File: config.mk
export PLATFORM = sky130hd
export DESIGN_NAME = aes_key_expand_seq_flat
export DESIGN_NICKNAME = d
export VERILOG_FILES = /design/src/rtl/aes_key_expand_seq_if.sv /design/src/rtl/aes_key_expand_seq.sv /design/src/flat_wrapper.sv
export SDC_FILE = /design/constraint.sdc
export NUM_CORES = 2
export LEC_CHECK = 0
export CORE_MARGIN = 1.5
export CORE_UTILIZATION = 25
export DETAILED_ROUTE_END_ITERATION = 8
export MAX_ROUTING_LAYER = met4
export SLEW_MARGIN = 40
export SYNTH_ARGS = -nofsm -noshare
export SYNTH_HDL_FRONTEND = slang
export SYNTH_SLANG_ARGS = --single-unit
File: constraint.sdc
create_clock -name clk -period 15.1 [get_ports clk]
set_input_delay 2.265 -clock clk [delete_from_list [all_inputs] [get_ports clk]]
set_output_delay 2.265 -clock clk [all_outputs]
set_load 0.005 [all_outputs]
File: src/rtl/aes_key_expand_seq_if.sv
// Request/status/read-port bundle between the AES-128 key scheduler and its consumer.
// Bit numbering follows FIPS-197: bit 0 is the MSB of byte 0, so w0 = [0:31].
interface aes_key_expand_seq_if;
  logic         start;
  logic [0:127] key_in;
  logic         busy;
  logic         done;
  logic         keys_valid;
  logic [3:0]   rk_addr;
  logic [0:127] rk_data;

  modport master (
    output start, key_in, rk_addr,
    input  busy, done, keys_valid, rk_data
  );

  modport slave (
    input  start, key_in, rk_addr,
    output busy, done, keys_valid, rk_data
  );
endinterface

File: src/rtl/aes_key_expand_seq.sv
// Iterative AES-128 key schedule: one round key per clock into an 11-entry store,
// read back through a registered address/data port.
module aes_key_expand_seq #(
  parameter int NUM_ROUNDS = 10
) (
  input logic                 clk,
  input logic                 reset,
  aes_key_expand_seq_if.slave kx
);

  localparam int NK = NUM_ROUNDS + 1;
  localparam logic [3:0] LAST_IDX = 4'(NUM_ROUNDS);

  typedef enum logic [0:0] {IDLE = 1'b0, EXPAND = 1'b1} state_e;

  // Forward S-box, byte b lives at bits [8*b +: 8] counting from the left.
  localparam logic [0:2047] SBOX = {
    128'h637c777bf26b6fc53001672bfed7ab76, 128'hca82c97dfa5947f0add4a2af9ca472c0,
    128'hb7fd9326363ff7cc34a5e5f171d83115, 128'h04c723c31896059a071280e2eb27b275,
    128'h09832c1a1b6e5aa0523bd6b329e32f84, 128'h53d100ed20fcb15b6acbbe394a4c58cf,
    128'hd0efaafb434d338545f9027f503c9fa8, 128'h51a3408f929d38f5bcb6da2110fff3d2,
    128'hcd0c13ec5f974417c4a77e3d645d1973, 128'h60814fdc222a908846eeb814de5e0bdb,
    128'he0323a0a4906245cc2d3ac629195e479, 128'he7c8376d8dd54ea96c56f4ea657aae08,
    128'hba78252e1ca6b4c6e8dd741f4bbd8b8a, 128'h703eb5664803f60e613557b986c11d9e,
    128'he1f8981169d98e949b1e87e9ce5528df, 128'h8ca1890dbfe6426841992d0fb054bb16
  };

  function automatic logic [7:0] sbox(input logic [7:0] b);
    sbox = SBOX[{b, 3'b000} +: 8];
  endfunction

  function automatic logic [0:31] sub_rot_word(input logic [0:31] w);
    sub_rot_word = {sbox(w[8:15]), sbox(w[16:23]), sbox(w[24:31]), sbox(w[0:7])};
  endfunction

  function automatic logic [7:0] rcon(input logic [3:0] idx);
    case (idx)
      4'd1:    rcon = 8'h01;
      4'd2:    rcon = 8'h02;
      4'd3:    rcon = 8'h04;
      4'd4:    rcon = 8'h08;
      4'd5:    rcon = 8'h10;
      4'd6:    rcon = 8'h20;
      4'd7:    rcon = 8'h40;
      4'd8:    rcon = 8'h80;
      4'd9:    rcon = 8'h1b;
      4'd10:   rcon = 8'h36;
      default: rcon = 8'h00;
    endcase
  endfunction

  state_e       state_q, state_d;
  logic [3:0]   cnt_q, cnt_d;
  logic [0:127] work_q, work_d;
  logic         busy_q, busy_d;
  logic         done_q, done_d;
  logic         valid_q, valid_d;
  logic [0:127] rk_data_q, rk_data_d;
  logic [0:127] rk_q [0:NK-1];

  logic         wr_en_s;
  logic [3:0]   wr_idx_s;
  logic [0:127] wr_data_s;
  logic [0:31]  t_s, n0_s, n1_s, n2_s, n3_s;

  // One FIPS-197 key-expansion round on the working key.
  always_comb begin
    t_s  = sub_rot_word(work_q[96:127]) ^ {rcon(cnt_q), 24'h000000};
    n0_s = work_q[0:31]   ^ t_s;
    n1_s = work_q[32:63]  ^ n0_s;
    n2_s = work_q[64:95]  ^ n1_s;
    n3_s = work_q[96:127] ^ n2_s;
  end

  // Next-state, store write control and status for the IDLE/EXPAND FSM.
  always_comb begin
    state_d   = state_q;
    cnt_d     = cnt_q;
    work_d    = work_q;
    busy_d    = busy_q;
    done_d    = 1'b0;
    valid_d   = valid_q;
    wr_en_s   = 1'b0;
    wr_idx_s  = cnt_q;
    wr_data_s = {n0_s, n1_s, n2_s, n3_s};
    case (state_q)
      IDLE: begin
        if (kx.start) begin
          state_d   = EXPAND;
          cnt_d     = 4'd1;
          work_d    = kx.key_in;
          busy_d    = 1'b1;
          valid_d   = 1'b0;
          wr_en_s   = 1'b1;
          wr_idx_s  = 4'd0;
          wr_data_s = kx.key_in;
        end else begin
          state_d = IDLE;
        end
      end
      EXPAND: begin
        wr_en_s = 1'b1;
        work_d  = {n0_s, n1_s, n2_s, n3_s};
        if (cnt_q == LAST_IDX) begin
          state_d = IDLE;
          cnt_d   = 4'd0;
          busy_d  = 1'b0;
          done_d  = 1'b1;
          valid_d = 1'b1;
        end else begin
          cnt_d = cnt_q + 4'd1;
        end
      end
      default: state_d = IDLE;
    endcase
    if (kx.rk_addr <= LAST_IDX) begin
      rk_data_d = rk_q[kx.rk_addr];
    end else begin
      rk_data_d = 128'h0;
    end
  end

  // Control and read-port registers with synchronous reset.
  always_ff @(posedge clk) begin
    if (reset) begin
      state_q   <= IDLE;
      cnt_q     <= 4'd0;
      work_q    <= 128'h0;
      busy_q    <= 1'b0;
      done_q    <= 1'b0;
      valid_q   <= 1'b0;
      rk_data_q <= 128'h0;
    end else begin
      state_q   <= state_d;
      cnt_q     <= cnt_d;
      work_q    <= work_d;
      busy_q    <= busy_d;
      done_q    <= done_d;
      valid_q   <= valid_d;
      rk_data_q <= rk_data_d;
    end
  end

  // Round-key store; contents are qualified by keys_valid, so no reset.
  always_ff @(posedge clk) begin
    if (wr_en_s && !reset) begin
      rk_q[wr_idx_s] <= wr_data_s;
    end
  end

  assign kx.busy       = busy_q;
  assign kx.done       = done_q;
  assign kx.keys_valid = valid_q;
  assign kx.rk_data    = rk_data_q;

endmodule

File: src/flat_wrapper.sv
// flat-port wrapper written by rule: the top's interface ports become plain ports
module aes_key_expand_seq_flat 
#(
  parameter int NUM_ROUNDS = 10
)
  (clk, reset, kx_start, kx_key_in, kx_rk_addr, kx_busy, kx_done, kx_keys_valid, kx_rk_data);
  aes_key_expand_seq_if kx_i ();
  input logic clk;
  input logic reset;
  input wire logic [$bits(kx_i.start)-1:0] kx_start;
  input wire logic [$bits(kx_i.key_in)-1:0] kx_key_in;
  input wire logic [$bits(kx_i.rk_addr)-1:0] kx_rk_addr;
  output wire logic [$bits(kx_i.busy)-1:0] kx_busy;
  output wire logic [$bits(kx_i.done)-1:0] kx_done;
  output wire logic [$bits(kx_i.keys_valid)-1:0] kx_keys_valid;
  output wire logic [$bits(kx_i.rk_data)-1:0] kx_rk_data;
  assign kx_i.start = kx_start;
  assign kx_i.key_in = kx_key_in;
  assign kx_i.rk_addr = kx_rk_addr;
  assign kx_busy = kx_i.busy;
  assign kx_done = kx_i.done;
  assign kx_keys_valid = kx_i.keys_valid;
  assign kx_rk_data = kx_i.rk_data;
  aes_key_expand_seq #(.NUM_ROUNDS(NUM_ROUNDS)) u_core (.clk(clk), .reset(reset), .kx(kx_i));
endmodule
==> run_results.csv <==
group,metric,value,unit
run_status,status,"finished, final reports clean",
hold_path,min_path_cells,2,
sta,max_freq,0.160,GHz
global_routing,grt_pass1_vias,54900,
synth,ys_seq_area_share,58.1,%
power,p_int,10.3,mW
detailed_routing,wl,294,mm
sta,drv_slew,0,
layout,layout-drive-gt1-share,14.0,%
global_routing,overflow,0,
sta,rsz0062_at_grt,"false",
clock_tree,cts_tree,"yes",
detailed_routing,dr_wl_met2,135,mm
sta,min_period,6250,ps
setup_path,startpoint_type,"flip-flop",
placement,place_ws,8730,ps
die,core_area,327000,µm²
setup_path,crit_type,"flip-flop to flip-flop",
power,swShare,38.8,%
synth,synth.distinct_cells,102,
layout,area_growth,15.5,%
synth,synth_area,82100,µm²
power,max-vdd-ir-drop,0.116,mV
die,io-pin-count,266,
setup_path,critPathRequiredTime,15580,ps
synth,postSynthAreaPerCell,12.7,µm²
hold_path,hold_start,"u_core.work_q[20]",
setup_path,cp.arrival,6730,ps
detailed_routing,routed.top_layer,"met4",
power,p_leak,30.2,nW
setup_path,r2r-start,"u_core.work_q[102]",
flow_run,maxCapViolCount,0,
clock_tree,clock_sinks,1680,
placement,portBuffers,265,
clock_tree,cts_made_buffers,162,
clock_tree,clk_latency,820,ps
detailed_routing,drt-vias-per-instance,5.31,
synth,yosysTopAreaCell,"edfxtp_1",
detailed_routing,initialDrtViolationCount,8332,
synth,synthTopCellsByArea,"edfxtp_1, mux4_2, dfxtp_1",
detailed_routing,wl_per_cell,26.9,µm
setup_path,slowest_delay,930,ps
layout,fin_area,94900,µm²
sta,worst_slack,8850,ps
clock_tree,hold_buffers,0,
synth,synthesis.nets,6646,
setup_path,path_depth,12,
setup_path,cp_cell_sequence,"buf_4 -> clkinv_1 -> ha_1 -> mux2i_1 -> o221a_2 -> o221ai_1 -> o21ai_0 -> mux4_2 -> xor2_1 -> xor2_1 -> xnor2_1 -> o21ai_1",
layout,stdcell_count,10900,
die,initial_core_util,25.1,%
setup_path,critPathTopFamily,"XOR/XNOR gates",
clock_tree,cts-resized-gates,0,
synth,yosysWarningCount,0,
detailed_routing,first_pass_iters,8,
clock_tree,post_cts_buffers,0,
power,power_frac_comb,38.2,%
setup_path,cp.buffers_inverters,2,
clock_tree,htreeDepth,4,
clock_tree,cts.clk_slew.worst_paths,70,ps
sta,clock_skew,78.8,ps
sta,min_period_over_period,41.4,%
sta,hold_slack,530,ps
detailed_routing,dr_wl_met3,20.9,mm
detailed_routing,vias,58000,
power,seq_power_share,38.4,%
global_routing,grt_max_degree,159,
synth,syn-instance-count,6445,
synth,async_flop_share,0,%
global_routing,grt_first_pass_wirelength,414,mm
clock_tree,root_buffer,"clkbuf_16",
synth,synth_edf_count,1408,
die,dieWidth,576,µm
die,die_area,332000,µm²
layout,nNetsFinal,6641,
setup_path,r2r_cells,12,
clock_tree,clock_path_buffers,4,
detailed_routing,drcViolationCount,0,
setup_path,cpMostUsedCell,"xor2_1",
die,row_count,210,
placement,placed_cells,10600,
sta,max_slew_margin,38.5,%
power,p_per_area,178,nW/µm²
synth,yosysTopAreaCellShare,51.5,%
sta,fin_setup_tns,0,ps
power,pwr-share-clk,23.4,%
synth,synth_ff_type,"edfxtp_1",
setup_path,crit_path_end_kind,"flip-flop",
sta,worst_pin_slew,917,ps
placement,place_area,89600,µm²
global_routing,antenna_found_initial,14,
sta,finalHoldViolations,0,
synth,synth-seq-cells,1680,
placement,routabilityCongestion,0.968,
setup_path,cp_max_fo,38,
power,p_sw,6.54,mW
sta,finalSetupViolCount,0,
setup_path,worst_path_max_delay_cell,"ha_1",
die,die_h,576,µm
detailed_routing,wl_met1,116,mm
global_routing,track_usage,17.5,%
hold_path,min_path_type,"flip-flop to flip-flop",
placement,dp_hpwl,194,mm
detailed_routing,ant_nets,0,
setup_path,worstSetupStartpoint,"u_core.work_q[102]",
[power by group through the flow]
stage          registers [mW]  clock network (mW)  logic, mW
2_1_floorplan            6.38                   0       3.68
3_3_place_gp             6.56                   0       6.02
3_5_place_dp             6.56                   0       6.18
4_1_cts                  6.46                4.01       6.20
5_1_grt                  6.48                4.18       6.70
6_report                 6.47                3.95       6.45
[cell usage after synthesis (32+ instances only)]
library cell	n
a211oi_1	465
a21oi_1	392
a221oi_1	36
a311oi_1	42
a31oi_1	56
and3_1	40
buf_1	84
buf_2	107
clkbuf_1	381
dfxtp_1	272
edfxtp_1	1408
ha_1	66
inv_1	47
mux2i_1	196
mux4_2	306
nand2_1	308
nand2b_1	105
nand3_1	129
nand4_1	37
nor2_1	441
nor2b_1	277
nor3_1	125
o211ai_1	45
o21a_1	33
o21ai_0	223
o311ai_0	32
xnor2_1	96
xor2_1	66
[flip-flops by register name, indices dropped and copies added (netlist names), named ones only]
register	flops
u_core.cnt_q	4
u_core.kx.busy	1
u_core.kx.done	1
u_core.kx.keys_valid	1
u_core.kx.rk_data	128
u_core.rk_q	1408
u_core.state_q	1
u_core.work_q	128
[worst reg2reg max path, delay by kind of cell (launching register included)]
| kind | cells | cell delay [ps] |
|---|---|---|
| buffers and inverters | 2 | 960 |
| multiplexers | 2 | 990 |
| adder cells (fa/ha/maj) | 1 | 940 |
| AO/OA/AOI/OAI | 4 | 1270 |
| XOR/XNOR | 3 | 1430 |
| flip-flops | 1 | 310 |
[through the flow]
stage	total power, mW	utilization [%]
2_1_floorplan	10.1	-
3_3_place_gp	12.6	27.2
3_5_place_dp	12.7	27.4
4_1_cts	16.7	28.9
5_1_grt	17.4	29.0
6_report	16.9	29.0
[cell families after synthesis]
| logic type | Yosys count | synth area share [%] |
|---|---|---|
| AND/OR/NAND/NOR | 1658 | 10.2 |
| adder cells (fa/ha/maj) | 67 | 1.02 |
| buffers and inverters | 663 | 3.34 |
| flip-flops | 1680 | 58.1 |
| AO/OA/AOI/OAI | 1666 | 13.9 |
| multiplexers | 525 | 11.1 |
| XOR/XNOR | 186 | 2.34 |
[cells in the final DEF, fill, tap and decap left out, types with 36 or more instances in the layout]
master,count
edfxtp_1,1408
a211oi_1,456
nor2_1,433
a21oi_1,348
nand2_1,307
mux4_2,306
nor2b_1,275
clkdlybuf4s50_1,259
dfxtp_1,254
mux2i_1,195
o21ai_0,191
clkbuf_16,165
nand3_1,129
nor3_1,125
buf_4,120
nand2b_1,105
xnor2_1,91
ha_1,66
xor2_1,61
a31oi_1,56
o211ai_1,45
inv_1,42
a311oi_1,42
a21oi_2,42
and3_1,40
clkbuf_1,40
nand4_1,37
clkinv_1,36
a221oi_1,36
[path summary, 6_finish.rpt]
kind                                           to  slack, ps
worst max register to register  u_core.rk_q[4][7]       8850
worst min-delay path            u_core.work_q[20]        530
worst max-delay path            u_core.rk_q[4][7]       8850
worst min register to register  u_core.work_q[20]        530
[metal layers]
layer  up-vias  track usage [%]
met1     29200             21.8
met3       706             2.28
met5         -                -
met4         0             11.1
li1      25100                -
met2      2990             27.0
[cell type report]
cell class,instances,area [µm²]
antenna,10,25.0
clock buffer,219,4470
clock inverter,70,589
fill,32800,232000
inverter,67,254
multi-input combinational,4102,32200
sequential,1680,47800
tap,4346,5440
timing repair buffer,427,4180
No activity file was read; power rests on OpenSTA's default activity.
